**config.mk**
```make
export PLATFORM = sky130hd
export DESIGN_NAME = muldiv_unit
export DESIGN_NICKNAME = d
export VERILOG_FILES = /design/src/rtl/muldiv_unit.sv
export SDC_FILE = /design/constraint.sdc
export NUM_CORES = 1
export LEC_CHECK = 0
export ABC_AREA = 1
export CAP_MARGIN = 0
export CORE_MARGIN = 2
export CORE_UTILIZATION = 25
export CTS_BUF_LIST = sky130_fd_sc_hd__clkbuf_8
export CTS_CLUSTER_DIAMETER = 200
export CTS_CLUSTER_SIZE = 28
export DETAILED_ROUTE_END_ITERATION = 8
export PLACE_DENSITY = 0.39
export SYNTH_ARGS = -nofsm -noshare
export SYNTH_HDL_FRONTEND = slang
export SYNTH_SLANG_ARGS = --single-unit
```
**constraint.sdc**
```tcl
create_clock -name clock -period 6.3 [get_ports clock]
set_input_delay 1.89 -clock clock [delete_from_list [all_inputs] [get_ports clock]]
set_output_delay 1.89 -clock clock [all_outputs]
set_load 0.1 [all_outputs]
```
**src/rtl/muldiv_unit.sv**
```systemverilog
// -----------------------------------------------------------------------------
// muldiv_unit
//   Iterative multiply/divide unit that owns the MIPS HI/LO register pair.
//   MULT/MULTU/DIV/DIVU run for DATA_WIDTH+1 busy cycles: DATA_WIDTH CALC steps
//   on operand magnitudes, then one FIX cycle that applies signs and writes
//   HI/LO. MTHI/MTLO writes are accepted while idle.
//
// Ports
//   clock        system clock, rising edge
//   reset        synchronous, active-high
//   start        request an operation (sampled only while idle)
//   op[1:0]      00 MULT, 01 MULTU, 10 DIV, 11 DIVU
//   a            rs operand: multiplicand / dividend / MTHI-MTLO data
//   b            rt operand: multiplier / divisor
//   hi_we/lo_we  MTHI / MTLO write enables (idle only)
//   busy         operation in progress (registered)
//   done         one-cycle pulse, HI/LO hold the new result
//   div_by_zero  pulses with done when a divide had b == 0
//   hi, lo       HI and LO registers
// -----------------------------------------------------------------------------
module muldiv_unit #(
  parameter int DATA_WIDTH = 32
) (
  input  logic                  clock,
  input  logic                  reset,
  input  logic                  start,
  input  logic [1:0]            op,
  input  logic [DATA_WIDTH-1:0] a,
  input  logic [DATA_WIDTH-1:0] b,
  input  logic                  hi_we,
  input  logic                  lo_we,
  output logic                  busy,
  output logic                  done,
  output logic                  div_by_zero,
  output logic [DATA_WIDTH-1:0] hi,
  output logic [DATA_WIDTH-1:0] lo
);

  localparam int W  = DATA_WIDTH;
  localparam int CW = $clog2(W + 1);

  typedef enum logic [1:0] {S_IDLE, S_CALC, S_FIX} state_t;

  state_t          state_q;
  logic [CW-1:0]   count_q;
  // Shared work register: multiply keeps {partial product, multiplier},
  // divide keeps {partial remainder, dividend/quotient}.
  logic [2*W-1:0]  work_q;
  logic [W-1:0]    opnd_q;      // multiplicand or divisor magnitude
  logic [W-1:0]    a_raw_q;     // raw dividend, returned in HI on divide by zero
  logic            is_div_q;
  logic            neg_q;       // product / quotient must be negated in FIX
  logic            rem_neg_q;   // remainder takes the dividend's sign
  logic            dbz_flag_q;
  logic [W-1:0]    hi_q, lo_q;
  logic            busy_q, done_q, dbz_q;

  // Operand magnitudes for the signed ops; unsigned ops pass straight through.
  logic            a_neg, b_neg;
  logic [W-1:0]    a_mag, b_mag;

  assign a_neg = ~op[0] & a[W-1];
  assign b_neg = ~op[0] & b[W-1];
  assign a_mag = a_neg ? -a : a;
  assign b_mag = b_neg ? -b : b;

  // One shift-add multiply step: conditionally add the multiplicand to the
  // upper half, then shift the whole register right (carry enters at the top).
  logic [W:0]      mul_sum;
  logic [2*W-1:0]  mul_next;

  assign mul_sum  = {1'b0, work_q[2*W-1:W]} + (work_q[0] ? {1'b0, opnd_q} : '0);
  assign mul_next = {mul_sum, work_q[W-1:1]};

  // One restoring divide step: shift the next dividend bit into the
  // remainder, trial-subtract the divisor and keep it if non-negative.
  logic [W:0]      div_shift, div_diff;
  logic [2*W-1:0]  div_next;

  assign div_shift = work_q[2*W-1:W-1];
  assign div_diff  = div_shift - {1'b0, opnd_q};
  assign div_next  = div_diff[W] ? {work_q[2*W-2:0], 1'b0}
                                 : {div_diff[W-1:0], work_q[W-2:0], 1'b1};

  // Sign correction applied in FIX. The signed overflow case (most-negative
  // divided by -1) falls out naturally: magnitude 2^(W-1), positive sign.
  logic [2*W-1:0]  prod_fix;
  logic [W-1:0]    quo_mag, rem_mag, quo_fix, rem_fix;

  assign prod_fix = neg_q ? -work_q : work_q;
  assign quo_mag  = work_q[W-1:0];
  assign rem_mag  = work_q[2*W-1:W];
  assign quo_fix  = neg_q ? -quo_mag : quo_mag;
  assign rem_fix  = rem_neg_q ? -rem_mag : rem_mag;

  always_ff @(posedge clock) begin
    if (reset) begin
      state_q    <= S_IDLE;
      count_q    <= '0;
      work_q     <= '0;
      opnd_q     <= '0;
      a_raw_q    <= '0;
      is_div_q   <= 1'b0;
      neg_q      <= 1'b0;
      rem_neg_q  <= 1'b0;
      dbz_flag_q <= 1'b0;
      hi_q       <= '0;
      lo_q       <= '0;
      busy_q     <= 1'b0;
      done_q     <= 1'b0;
      dbz_q      <= 1'b0;
    end else begin
      done_q <= 1'b0;
      dbz_q  <= 1'b0;
      case (state_q)
        S_IDLE: begin
          if (hi_we) hi_q <= a;
          if (lo_we) lo_q <= a;
          if (start) begin
            is_div_q   <= op[1];
            a_raw_q    <= a;
            opnd_q     <= op[1] ? b_mag : a_mag;
            work_q     <= {{W{1'b0}}, (op[1] ? a_mag : b_mag)};
            neg_q      <= a_neg ^ b_neg;
            rem_neg_q  <= a_neg;
            dbz_flag_q <= op[1] & (b == '0);
            count_q    <= CW'(W);
            busy_q     <= 1'b1;
            state_q    <= S_CALC;
          end
        end
        S_CALC: begin
          work_q  <= is_div_q ? div_next : mul_next;
          count_q <= count_q - CW'(1);
          if (count_q == CW'(1)) state_q <= S_FIX;
        end
        S_FIX: begin
          if (is_div_q) begin
            if (dbz_flag_q) begin
              hi_q <= a_raw_q;
              lo_q <= '1;
            end else begin
              hi_q <= rem_fix;
              lo_q <= quo_fix;
            end
          end else begin
            hi_q <= prod_fix[2*W-1:W];
            lo_q <= prod_fix[W-1:0];
          end
          done_q  <= 1'b1;
          dbz_q   <= dbz_flag_q;
          busy_q  <= 1'b0;
          count_q <= '0;
          state_q <= S_IDLE;
        end
        default: state_q <= S_IDLE;
      endcase
    end
  end

  assign busy        = busy_q;
  assign done        = done_q;
  assign div_by_zero = dbz_q;
  assign hi          = hi_q;
  assign lo          = lo_q;

endmodule

```
==> results of run 1 <==
-- final timing paths --
check                                   to  slack [ns]  depth (start not counted)
worst max-delay path                  busy        2.19                          1
worst min-delay path            state_q[0]        0.51                          2
worst max register to register  work_q[61]        2.43                         20
worst min register to register  state_q[0]        0.51                          2
-- layer usage --
metal  global-route usage (%)  wire, µm
met5                        0        12
met2                     40.6     48600
met1                     36.6     51200
met3                     1.66      4990
met4                     8.75      4170
-- synthesized netlist by cell type, types with 10 or more instances --
library cell     n
nand3_1        297
nand3b_1        11
nand2_2         11
nand2_1       1077
buf_2           11
buf_1           20
xor2_1          63
o21ai_1         17
xnor2_1         15
a21oi_1        332
ha_1            73
clkbuf_1       114
a31oi_1         10
o211ai_1        34
inv_1          530
dfxtp_1        207
nand4_1         49
nor2_1         390
o221ai_1        10
nor3_1          35
nor2_2          15
o21ai_0        303
-- through the flow --
step / cells / total power [mW]
CTS: 4799 / 4.97
global placement: 4786 / 4.31
floorplan: 3707 / 3.38
global route: 4800 / 5.29
finish: 4801 / 4.98
detailed placement: 4786 / 4.29
-- cells in the final DEF (no fill, tap or decap), types with 10 or more instances in the layout --
cell,n
nand2_1,1077
inv_1,528
nor2_1,388
a21oi_1,332
o21ai_0,303
nand3_1,297
dfxtp_1,205
clkdlybuf4s50_1,136
ha_1,72
xor2_1,63
nand4_1,49
nor3_1,35
o211ai_1,34
buf_4,33
o21ai_1,16
nor2_2,16
xnor2_1,15
nand3b_1,11
nand2_2,11
clkbuf_8,11
a31oi_1,10
o221ai_1,10
-- logic make-up (layout without fill, tap and decap cells) --
group	Yosys count	count (layout)	share of synthesized area (%)
DFF	207	207	20.4
xor gates and xnor gates	78	78	3.36
adders and majority gates	75	75	4.69
other	0	2	0
and+or+nand+nor	1907	1907	38.8
buffers and inverters	693	725	13.1
AOI/OAI and AO/OA	747	747	19.6
-- flip-flops by register name, indices dropped and copies added, names as in the netlist, 2 cells and up --
name	count
work_q	64
a_raw_q	32
hi	32
lo	32
opnd_q	32
count_q	6
state_q	2
-- final cells by class --
| class | count | area [µm²] |
|---|---|---|
| multi-input cells | 2807 | 13500 |
| fillers | 9368 | 57700 |
| inverters | 541 | 2030 |
| clock inverters | 2 | 22.5 |
| repair buffers | 171 | 1630 |
| flip-flops and latches | 207 | 4150 |
| diodes | 2 | 5.00 |
| clock buffers | 11 | 151 |
| well taps | 1060 | 1330 |
-- power breakdown --
group | leakage (nW) | internal, mW | switching [mW]
combinational | 9.42 | 0.689 | 1.95
clock | 0.0905 | 0.169 | 0.513
sequential | 1.71 | 1.45 | 0.205
total | 11.2 | 2.31 | 2.67
==> impl_metrics.json, run 1 <==
{
  "p_leak_nw": 11.2,
  "worst_slack_ns": 2.19,
  "postSynthCellCount": 3707,
  "postCtsHoldBufs": 0,
  "portBuffers": 137,
  "synthFlopType": "dfxtp_1",
  "crit_start": "busy",
  "crit_slowest_cell": "clkdlybuf4s50_1",
  "avgSynthCellArea_um2": 5.48,
  "rsz0062_at_grt": "no",
  "start_kind": "flop",
  "drt-vias-per-instance": 5.03,
  "synth_largest_area_cell": "dfxtp_1",
  "worstHoldStart": "state_q[0]",
  "setup_viol": 0,
  "finalHoldViolations": 0,
  "first_global_vias": 22700,
  "insertion_delay_ns": 0.60,
  "worst_pin_slew_ns": 1.11,
  "holdWs_ns": 0.506,
  "fin_area_um2": 22900,
  "syn_nets": 3853,
  "fin_tns_setup_ns": 0,
  "hp-class": "reg -> reg",
  "slowest_delay_ns": 1.24,
  "crit_chain": "clkdlybuf4s50_1",
  "maxSlewHeadroom_pct": 25.4,
  "ir_drop_mv": 0.169,
  "dp_slack_ns": 1.79,
  "place_congestion": 0.931,
  "ys_types": 48,
  "fmax_mhz": 243,
  "grt_pass1_wl_um": 158000,
  "synth_area_leaders": "dfxtp_1, nand2_1, inv_1",
  "cts.clk_slew.worst_paths_ns": 0.18,
  "grt_max_degree": 85,
  "cp-end-kind": "output port",
  "crit_required_ns": 4.41,
  "yosysTopAreaCellShare_pct": 20.4,
  "post-dp-hpwl_um": 88300,
  "antenna_found_initial": 3,
  "clockBufferDepth": 3,
  "layout_worst_path_cycle_share_pct": 65.2,
  "ios": 138,
  "critPathArrivalTime_ns": 2.22,
  "ant_nets": 0,
  "wl_um": 109000,
  "rows": 104,
  "areaGrowthSynthToFinish_pct": 12.5,
  "fin_skew_ns": 0.0377,
  "drcViolationCount": 0,
  "cts-root-buf": "clkbuf_8",
  "wl_per_cell_um": 22.7,
  "vias": 24100,
  "critPathTopFamily": "buffers and inverters",
  "yosysWarningCount": 0,
  "min_period_ns": 4.11,
  "finalMaxSlewViolations": 0,
  "firstDrtPassIters": 8,
  "max-cap-violations": 0,
  "worst_r2r_startpoint": "work_q[0]",
  "die_y_um": 289,
  "cts_setup_buffers": 0,
  "syn_area_um2": 20300,
  "cts_buffers": 11,
  "grt_use_total_pct": 25.6,
  "final_layout_size_suffix_gt1_share_pct": 2.78,
  "dpl_cell_area_um2": 22700,
  "grt-ovfl-total": 0,
  "start_util_pct": 25.2,
  "drt_iter0_drc": 2457,
  "cts_tree": "built",
  "final_util_pct": 28.4,
  "synth_edf_count": 0,
  "powerDensity_nw_per_um2": 218,
  "async_flop_share_pct": 0,
  "cp_max_fo": 2,
  "die_area_um2": 83600,
  "nNetsFinal": 3885,
  "critPathKind": "reg -> out",
  "seq_area_frac_synth_pct": 20.4,
  "clock-sinks": 207,
  "ys_seq_elements": 207,
  "die_w_um": 289,
  "cts_resized": 0,
  "core_um2": 80500,
  "cts_max_level": 1,
  "timing.critical_path.buf_inv": 1,
  "outcome": "finished, final reports clean"
}
Note: power is estimated with default switching activity, not from simulation.
==> inputs of run 2 (changes only) <==
--- a/config.mk
+++ b/config.mk
@@ -13,7 +13,7 @@
 export CTS_CLUSTER_DIAMETER = 200
 export CTS_CLUSTER_SIZE = 28
 export DETAILED_ROUTE_END_ITERATION = 8
-export PLACE_DENSITY = 0.39
+export PLACE_DENSITY = 0.41
 export SYNTH_ARGS = -nofsm -noshare
 export SYNTH_HDL_FRONTEND = slang
 export SYNTH_SLANG_ARGS = --single-unit
==> constraint.sdc (replaced) <==
create_clock -name clock -period 3.7 [get_ports clock]
set_input_delay 1.11 -clock clock [delete_from_list [all_inputs] [get_ports clock]]
set_output_delay 1.11 -clock clock [all_outputs]
set_load 0.1 [all_outputs]
==> run 2 against run 1 <==
Cell count grew 1.7%. Critical endpoint is now work_q[61]. Critical path depth is 18 higher. First-iteration DRC count grew 2.2%. Final area grew 2.3%. Count of clock-buffer cells in the layout stayed put. Setup slack lost 1.6 ns. Register-to-register slack lost 1.9 ns. Critical path type is now reg -> reg. Largest cell class unchanged. Sequential share of layout area shrank 0.40 points. Largest power group unchanged. Sequential cell count unchanged. Global-route usage fell by 0.14 points. Via count rose by 1.1%. Combinational power increased by 77%.
==> impl_metrics.json, run 2 (synthesized netlist as in run 1, its figures left out) <==
{
  "crit_chain": "nand2_1, inv_1, ha_1, inv_1, fa_1, inv_1, nand3_1, nand3_1, nand2_1, nand2_1, nand2_1, nand2_1, nand2_1, nand3_1, nand3_1, nand2_1, inv_1, nand2_1, a21oi_1",
  "largest_register": "work_q",
  "n_fill_cell": 9354,
  "die_w_um": 289,
  "portBuffers": 137,
  "first_global_vias": 22900,
  "min_period_ns": 3.15,
  "fin_tns_setup_ns": 0,
  "hp-class": "reg -> reg",
  "crit_slowest_cell": "dfxtp_1",
  "final_layout_size_suffix_gt1_share_pct": 6.57,
  "critPathKind": "reg -> reg",
  "dp_cells": 4867,
  "finalHoldViolations": 0,
  "ir_drop_mv": 0.225,
  "postCtsHoldBufs": 0,
  "fin_skew_ns": 0.0563,
  "fin_cells": 4881,
  "insertion_delay_ns": 0.62,
  "rows": 104,
  "clock-sinks": 207,
  "fmax_mhz": 317,
  "cp-end-kind": "flop",
  "start_util_pct": 25.2,
  "dpl_cell_area_um2": 23200,
  "mostFrequentLayoutCell": "nand2_1",
  "outcome": "finished, final reports clean",
  "grt-ovfl-total": 0,
  "fin_area_um2": 23400,
  "setup_viol": 0,
  "slowest_delay_ns": 0.49,
  "finalMaxSlewViolations": 0,
  "cts_setup_buffers": 0,
  "cts.clk_slew.worst_paths_ns": 0.23,
  "areaGrowthSynthToFinish_pct": 15.0,
  "p_leak_nw": 11.8,
  "cts_resized": 0,
  "cts_max_level": 1,
  "critPathArrivalTime_ns": 3.66,
  "clockBufferDepth": 3,
  "regToRegSetupSlack_ns": 0.55,
  "cts_buffers": 11,
  "cts_tree": "built",
  "firstDrtPassIters": 6,
  "largest_register_ffs": 64,
  "rsz0062_at_grt": "no",
  "die_y_um": 289,
  "place_congestion": 0.972,
  "core_um2": 80500,
  "layout_worst_path_cycle_share_pct": 85.2,
  "final_cell_mix": "nand2_1, inv_1, nor2_1",
  "wl_um": 110000,
  "ios": 138,
  "antenna_found_initial": 4,
  "powerDensity_nw_per_um2": 368,
  "worst_path_most_repeated_cell": "nand2_1",
  "start_kind": "flop",
  "nNetsFinal": 3966,
  "drt-vias-per-instance": 5.00,
  "crit_required_ns": 4.21,
  "dp_slack_ns": 0.216,
  "worst_slack_ns": 0.548,
  "die_area_um2": 83600,
  "worst_pin_slew_ns": 0.846,
  "grt_use_total_pct": 25.5,
  "drt_iter0_drc": 2510,
  "cts-root-buf": "clkbuf_8",
  "vias": 24400,
  "grt_max_degree": 69,
  "maxSlewHeadroom_pct": 43.6,
  "grt_pass1_wl_um": 156000,
  "drcViolationCount": 0,
  "wl_per_cell_um": 22.5,
  "cp_max_fo": 5,
  "max-cap-violations": 0,
  "post-dp-hpwl_um": 89500,
  "ant_nets": 0
}
run 2: metrics by stage:
step	utilization [%]	total power [mW]	hold WS, ns
global route	29.0	9.09	0.489
floorplan	-	5.75	0.423
detailed placement	28.8	7.38	0.450
global placement	28.8	7.41	0.444
finish	29.0	8.60	0.472
CTS	29.0	8.59	0.475
run 2: final cells by class:
class	instances	area, µm²	area share [%]
Tap cell	1060	1330	5.67
Inverter	541	2030	8.69
Timing Repair Buffer	252	2160	9.25
Antenna cell	1	2.50	0.0107
Clock buffer	11	151	0.647
Clock inverter	2	23.8	0.102
Multi-Input combinational cell	2807	13500	57.9
Sequential cell	207	4150	17.7
run 2: routing by layer:
layer / part of all wire [%] / GRT usage, %
met1: 46 / 35.7
met2: 45 / 40.7
met3: 5.7 / 1.97
met4: 4.0 / 9.27
met5: 0 / 0
run 2: final timing paths:
kind | from | depth (start not counted) | to
hold reg to reg | a_raw_q[17] | 2 | a_raw_q[17]
setup reg to reg | opnd_q[0] | 19 | work_q[61]
setup / recovery | opnd_q[0] | 19 | work_q[61]
hold / removal | a_raw_q[17] | 2 | a_raw_q[17]
run 2: where the power goes:
| part | switching, mW | internal [mW] |
|---|---|---|
| Sequential | 0.272 | 2.47 |
| Combinational | 3.42 | 1.24 |
| Clock | 0.899 | 0.292 |
run 2: critical path: cells and delay by family, from the launching register on:
family / cells / cell delay (ns)
compound gates: 1 / 0.06
fa+ha+maj: 2 / 0.77
buf+inv: 4 / 0.35
flops: 1 / 0.49
simple gates: 12 / 1.37
